File: config.mk
export PLATFORM = sky130hd
export DESIGN_NAME = mem_accum_engine
export DESIGN_NICKNAME = d
export VERILOG_FILES = /design/src/rtl/mem_accum_pkg.sv /design/src/rtl/mem_accum_alu.sv /design/src/rtl/mem_accum_engine.sv
export SDC_FILE = /design/constraint.sdc
export NUM_CORES = 1
export LEC_CHECK = 0
export ABC_AREA = 1
export BUFFER_PORTS_ARGS = -buffer_cell sky130_fd_sc_hd__buf_2
export CORE_ASPECT_RATIO = 1.4
export CORE_MARGIN = 5
export CORE_UTILIZATION = 50
export DETAILED_ROUTE_END_ITERATION = 8
export PLACE_DENSITY = 0.72
export SYNTH_ARGS = -nofsm -noshare
export SYNTH_HDL_FRONTEND = slang
export SYNTH_HIERARCHICAL = 1
export SYNTH_SLANG_ARGS = --single-unit
export TNS_END_PERCENT = 30
File: constraint.sdc
create_clock -name clk_i -period 4.2 [get_ports clk_i]
set_clock_uncertainty 0.05 [all_clocks]
set_input_delay 0.42 -clock clk_i [delete_from_list [all_inputs] [get_ports clk_i]]
set_output_delay 0.42 -clock clk_i [all_outputs]
set_load 0.01 [all_outputs]
File: src/rtl/mem_accum_pkg.sv
// Shared types for the memory accumulate engine: FSM state encoding and mode codes.
package mem_accum_pkg;

    typedef enum logic [2:0] {
        StIdle,
        StRead,
        StAcc,
        StWrite,
        StDone
    } state_e;

    localparam logic MODE_SUM = 1'b0;
    localparam logic MODE_MAX = 1'b1;

endpackage

File: src/rtl/mem_accum_alu.sv
// Combinational accumulate step: unsigned sum with carry-out, or unsigned maximum.
// Defining MEM_ACCUM_SAT_EN makes the sum saturate to all-ones on carry instead of wrapping.
module mem_accum_alu
    import mem_accum_pkg::*;
#(
    parameter int unsigned DATA_W = 16
) (
    input  logic              mode_i,
    input  logic [DATA_W-1:0] acc_i,
    input  logic [DATA_W-1:0] data_i,
    output logic [DATA_W-1:0] result_o,
    output logic              carry_o
);

    logic [DATA_W:0] sum;

    assign sum = {1'b0, acc_i} + {1'b0, data_i};

    always_comb begin
        result_o = acc_i;
        carry_o  = 1'b0;
        if (mode_i == MODE_SUM) begin
            carry_o = sum[DATA_W];
`ifdef MEM_ACCUM_SAT_EN
            result_o = sum[DATA_W] ? {DATA_W{1'b1}} : sum[DATA_W-1:0];
`else
            result_o = sum[DATA_W-1:0];
`endif
        end else if (data_i > acc_i) begin
            result_o = data_i;
        end
    end

endmodule

File: src/rtl/mem_accum_engine.sv
// Reads Count words from BaseAddr, sums or maxes them, writes the result to DestAddr.
// Saturating sum is selected at build time with MEM_ACCUM_SAT_EN (see mem_accum_alu).
module mem_accum_engine
    import mem_accum_pkg::*;
#(
    parameter int unsigned DATA_W = 16,
    parameter int unsigned ADDR_W = 5
) (
    input  logic              clk_i,
    input  logic              rst_i,
    input  logic              start_i,
    input  logic [ADDR_W-1:0] base_addr_i,
    input  logic [ADDR_W:0]   count_i,
    input  logic [ADDR_W-1:0] dest_addr_i,
    input  logic              mode_i,
    input  logic [DATA_W-1:0] data_out_i,
    output logic [DATA_W-1:0] data_in_o,
    output logic [ADDR_W-1:0] address_o,
    output logic              read_enable_o,
    output logic              write_enable_o,
    output logic              ready_o,
    output logic              done_o,
    output logic              overflow_o
);

    state_e            state_q, state_d;
    logic [DATA_W-1:0] acc_q, acc_d;
    logic [ADDR_W-1:0] ptr_q, ptr_d;
    logic [ADDR_W:0]   rem_q, rem_d;
    logic [ADDR_W-1:0] dest_q, dest_d;
    logic              mode_q, mode_d;
    logic              ovf_q, ovf_d;

    logic [DATA_W-1:0] alu_result;
    logic              alu_carry;

    mem_accum_alu #(
        .DATA_W (DATA_W)
    ) u_alu (
        .mode_i   (mode_q),
        .acc_i    (acc_q),
        .data_i   (data_out_i),
        .result_o (alu_result),
        .carry_o  (alu_carry)
    );

    always_ff @(posedge clk_i) begin
        if (rst_i) begin
            state_q <= StIdle;
            acc_q   <= '0;
            ptr_q   <= '0;
            rem_q   <= '0;
            dest_q  <= '0;
            mode_q  <= MODE_SUM;
            ovf_q   <= 1'b0;
        end else begin
            state_q <= state_d;
            acc_q   <= acc_d;
            ptr_q   <= ptr_d;
            rem_q   <= rem_d;
            dest_q  <= dest_d;
            mode_q  <= mode_d;
            ovf_q   <= ovf_d;
        end
    end

    always_comb begin
        state_d        = state_q;
        acc_d          = acc_q;
        ptr_d          = ptr_q;
        rem_d          = rem_q;
        dest_d         = dest_q;
        mode_d         = mode_q;
        ovf_d          = ovf_q;
        address_o      = '0;
        read_enable_o  = 1'b0;
        write_enable_o = 1'b0;
        ready_o        = 1'b0;
        done_o         = 1'b0;

        unique case (state_q)
            StIdle: begin
                ready_o = 1'b1;
                if (start_i) begin
                    acc_d   = '0;
                    ptr_d   = base_addr_i;
                    rem_d   = count_i;
                    dest_d  = dest_addr_i;
                    mode_d  = mode_i;
                    ovf_d   = 1'b0;
                    state_d = (count_i == '0) ? StWrite : StRead;
                end
            end
            StRead: begin
                read_enable_o = 1'b1;
                address_o     = ptr_q;
                state_d       = StAcc;
            end
            StAcc: begin
                // Carry is only ever raised in sum mode, so max mode never sets the flag.
                acc_d   = alu_result;
                ovf_d   = ovf_q | alu_carry;
                ptr_d   = ptr_q + 1'b1;
                rem_d   = rem_q - 1'b1;
                state_d = (rem_q > (ADDR_W + 1)'(1)) ? StRead : StWrite;
            end
            StWrite: begin
                write_enable_o = 1'b1;
                address_o      = dest_q;
                state_d        = StDone;
            end
            StDone: begin
                done_o  = 1'b1;
                state_d = StIdle;
            end
            default: state_d = StIdle;
        endcase
    end

    assign data_in_o  = acc_q;
    assign overflow_o = ovf_q;

endmodule

# Word level (Yosys, flattened, before mapping)
# Index checks and enable logic that the tools add are counted.
# classes
add_sub_neg	3
n_lt_le_gt_ge	2
n_eq_ne	6
mux	20
n_bitwise	1
reduce_logical	6
# op_table
operator	n
$mux 16	3
$pmux 16 s2	1
$pmux 5 s2	2
$add 16x16->17	1
$gt 16x16->1	1
$pmux 3 s4	1
$pmux 6 s2	1
$eq 3x2->1 const B	2
$gt 6x1->1 const B	1
$logic_not 6->1	1
$mux 1	6
$mux 6	1
$sub 6x1->6 const B	1
$add 5x1->5 const B	1
$mux 5	1
$mux 2	2
$reduce_and 2->1	2
$eq 3x1->1 const B	1
$eq 3x3->1 const B	1
$logic_not 3->1	1
$mux 3	1
$ne 3x2->1 const B	1
$reduce_and 3->1	1
$ne 2x2->1 const B	1
3 further kinds	3
# word_totals
reg_bits	37
output_inout_bits	26

# Depth between registers and ports, before layout
# logic_depth
depth_word	4
ltp_mapped	18

# By module
# The synthesis kept the hierarchy.
# modules_own_cells
mod	n_inst	cells_per_inst	area_each_um2	seq_area_each_um2
mem_accum_alu	1	335	1900.6	0.0
mem_accum_engine	1	241	1744.2	740.7

# Worst setup path before layout
# No wires, ideal clock.
# synth_path
path_kind	register to register
from	register acc_q[11] (netlist: data_in_o[11])
to	register acc_q[6] (netlist: data_in_o[6])
arrival_time_ns	1.896
path_slack_ns	2.122
path_stages_with_launch	15
period_less_slack_ns	2.078
cell_sequence	dfxtp_1 > inv_1 > ha_1 > buf_2 > a21oi_1 > nand2_1 > a21oi_1 > nand2_4 > nand2_4 > buf_6 > nand2_2 > nand3_2 > nand2_2 > nand2_1 > a21oi_2
# synth_via
elab_chain_cells	3
# synth_lines
element	line_no	text
start: declaration	mem_accum_engine.sv:27	logic [DATA_W-1:0] acc_q, acc_d;
start signal: assignment	mem_accum_engine.sv:50	acc_q <= '0;
start signal: assignment	mem_accum_engine.sv:58	acc_q <= acc_d;
$gt 16x16->1	mem_accum_alu.sv:29	end else if (data_i > acc_i) begin
$ne 3x2->1 (no source line)	-	
$reduce_and 3->1 (no source line)	-	
# Every way passes these cells.
# A chain may end at the register's enable or synchronous reset.

# Worst setup path in the final report
# layout_path
from	register acc_q[13] (netlist: data_in_o[13])
to	register acc_q[1] (netlist: data_in_o[1])
# The elaborated chain is that of the path after synthesis.

==> flow_summary.toml <==
[timing]
period_share = 0.591
max_freq_mhz = 403
tightest_slew_ps = 587
rsz0062_at_grt = "false"
setup_tns_ps = 0
hold_ws_ps = 327
finalHoldViolations = 0
setup_viol = 0
slew_violations = 0
slew_headroom = 0.609
period_needed_ps = 2480

[cells_and_area]
multi_input_area_sq_um = 2410
final_nets = 700
area.sequential_sq_um = 741
fill_cells = 721
drive_gt1_frac = 0.208
antenna_cells = 0
area_growth_pct = 12.0
final_area_sq_um = 4080

[drt]
dr_total_vias = 3758
totalWireLength_mm = 10.1
vias_per_cell = 5.19
dr.first_iter.drc_count = 186
wl_per_cell_um = 13.9
route.detailed.drc = 0
drt_first_pass_iters = 4
antenna_left = 0

[flow_run]
maxCapViolCount = 0

[worst_setup_path]
crit_path_end_kind = "register"
crit_arrival_ps = 2650
r2r_cells = 14
cp.buffers_inverters = 3
reg2reg_from = "data_in_o[13]$_SDFFE_PP0P_"
worstReg2RegEnd = "data_in_o[1]$_SDFFE_PP0P_"
path_class = "register to register"
cp_max_fo = 17
path_cells = "inv_1 > ha_1 > inv_2 > nor3_4 > inv_2 > nor2_4 > nand2_2 > nand2_4 > nand2_4 > nand2_1 > nand3_1 > nand2_1 > nand2_1 > a21oi_1"
regToRegSetupSlack_ps = 1720
crit_family = "simple AND/OR/NAND/NOR gates"
crit_top_cell = "nand2_1"
slowest_delay_ps = 400
slowest_stage = "ha_1"
critPathRequiredTime_ps = 4370
critPathLaunchType = "register"

[hold_path]
min_to = "mode_q$_SDFFE_PP0P_"
min_from = "mode_i"
worstHoldPathType = "primary input to register"
holdPathStages = 3

[clock_tree]
clk_pin_slew_ps = 90
clk-insertion-delay-late_ps = 290
root_buffer = "clkbuf_8"
post_cts_buffers = 0
cts_max_level = 2
postCtsHoldBufs = 0
clkSinkCount = 37
cts_tree = "built"
cts_buffer_depth = 2
post_cts.resized_instances = 0
cts_buffers = 5

[global_routing]
track_usage = 0.231
first_global_vias = 3929
grt_max_degree = 29
grt_pass1_wl_mm = 17.2
grt-ovfl-total = 0
grt_antenna_before_repair = 0

[floorplan]
fp.coreArea_sq_um = 7030
num_io_pins = 62
dieArea_sq_um = 9120
die_w_um = 82.2
initial_core_util = 0.519
row_count = 36
fp.dieH_um = 111

[synthesis]
yosysSeqAreaShare = 0.203
synth_area_sq_um = 3640
yosysUniqueCellTypes = 40
synth-seq-cells = 37
yosys_warnings = 6
synthCells = 576
postSynthAreaPerCell_sq_um = 6.33
synth_nets = 648

[power]
fin_total_pwr_w = 0.00113
p_leak_nw = 2.07
p_per_area_nw_per_um2 = 277
ir_drop_mv = 0.210

[place]
portBuffers = 61
dp_hpwl_mm = 7.66
place_congestion = 0.953
placed_cell_area_sq_um = 3940

[run_status]
status = "complete, no violations"
Yosys cell counts, drive strengths merged:
master	n	area [sq um]
a31oi	1	6.26
ha	35	438
a21boi	1	7.51
nand2	163	699
clkbuf	6	32.5
nor2	47	194
o22ai	1	6.26
buf	11	100
nand3b	2	15.0
dfxtp	37	741
o21a	2	15.0
nand4	7	43.8
a21oi	47	246
a21o	1	7.51
or2	3	18.8
nor3	9	72.6
inv	95	359
nand3	76	448
o21ai	26	134
o21bai	3	22.5
fa	1	20.0
xor2	2	17.5
per-layer routing:
layer  global-route usage  vias up  wire [um]
li1                     -     1945          -
met1                0.258     1702       4070
met2                0.414       93       5200
met3               0.0398       18        515
met4               0.0987        0        283
met5                    0        -          0
cell families after synthesis:
family | count (synthesis) | synth area share
buf+inv | 112 | 0.135
xor+xnor | 2 | 0.00481
compound gates | 82 | 0.122
flops | 37 | 0.203
simple gates | 307 | 0.409
fa+ha+maj | 36 | 0.126
registers in the layout, indices dropped and copies added (netlist names):
register,count
mode_q,1
state_q,3
overflow_o,1
dest_q,5
rem_q,6
data_in_o,16
ptr_q,5
how the worst max path moves through the flow:
stage,depth (start not counted),from,endpoint
after floorplan,14,data_in_o[11]$_SDFFE_PP0P_,data_in_o[6]$_SDFFE_PP0P_
after global placement,14,data_out_i[13],data_in_o[15]$_SDFFE_PP0P_
after detailed placement,13,data_out_i[13],data_in_o[1]$_SDFFE_PP0P_
after CTS,13,data_in_o[13]$_SDFFE_PP0P_,data_in_o[1]$_SDFFE_PP0P_
after global routing,14,data_in_o[13]$_SDFFE_PP0P_,data_in_o[0]$_SDFFE_PP0P_
final,14,data_in_o[13]$_SDFFE_PP0P_,data_in_o[1]$_SDFFE_PP0P_
layout by cell type (no fill, tap or decap), types with 2 or more instances in the layout:
| cell | instances |
|---|---|
| nor3_4 | 2 |
| xor2_1 | 2 |
| dfxtp_1 | 37 |
| nand2_4 | 3 |
| clkbuf_8 | 5 |
| nor2_1 | 44 |
| o21bai_1 | 3 |
| o21ai_0 | 24 |
| or2_2 | 2 |
| nor3_1 | 6 |
| ha_1 | 35 |
| nand4_1 | 7 |
| nand3_2 | 11 |
| bufinv_16 | 2 |
| inv_1 | 87 |
| inv_2 | 7 |
| nand3b_1 | 2 |
| buf_2 | 61 |
| a21oi_1 | 44 |
| o21a_1 | 2 |
| nand3_1 | 64 |
| nand2_1 | 134 |
| nand2_2 | 26 |
| a21oi_2 | 3 |
| nor2_4 | 2 |
through the flow:
stage          instances  setup slack, ps   util
2_1_floorplan        576             2120      -
3_3_place_gp         716             1730  0.561
3_5_place_dp         716             1680  0.561
4_1_cts              724             1720  0.581
5_1_grt              724             1550  0.581
6_report             724             1720  0.581
tightest hold or removal path: cells and delay by family:
| kind | cells | cell delay, ps |
|---|---|---|
| AO/OA/AOI/OAI | 1 | 50 |
| AND/OR/NAND/NOR | 1 | 60 |
| buffers and inverters | 1 | 100 |
layout make-up:
class / count / area share
multi-input combinational: 427 / 0.591
sequential: 37 / 0.181
inverter: 95 / 0.0880
timing repair buffer: 62 / 0.0766
tap: 95 / 0.0291
clock buffer: 5 / 0.0169
clock inverter: 3 / 0.0169
power by group:
| group | switching (W) | leakage, nW | internal, W |
|---|---|---|---|
| logic | 0.000228 | 1.70 | 0.000120 |
| registers | 0.0000232 | 0.302 | 0.000376 |
| clock network | 0.000144 | 0.0687 | 0.000239 |
(Power assumes the default switching activity.)
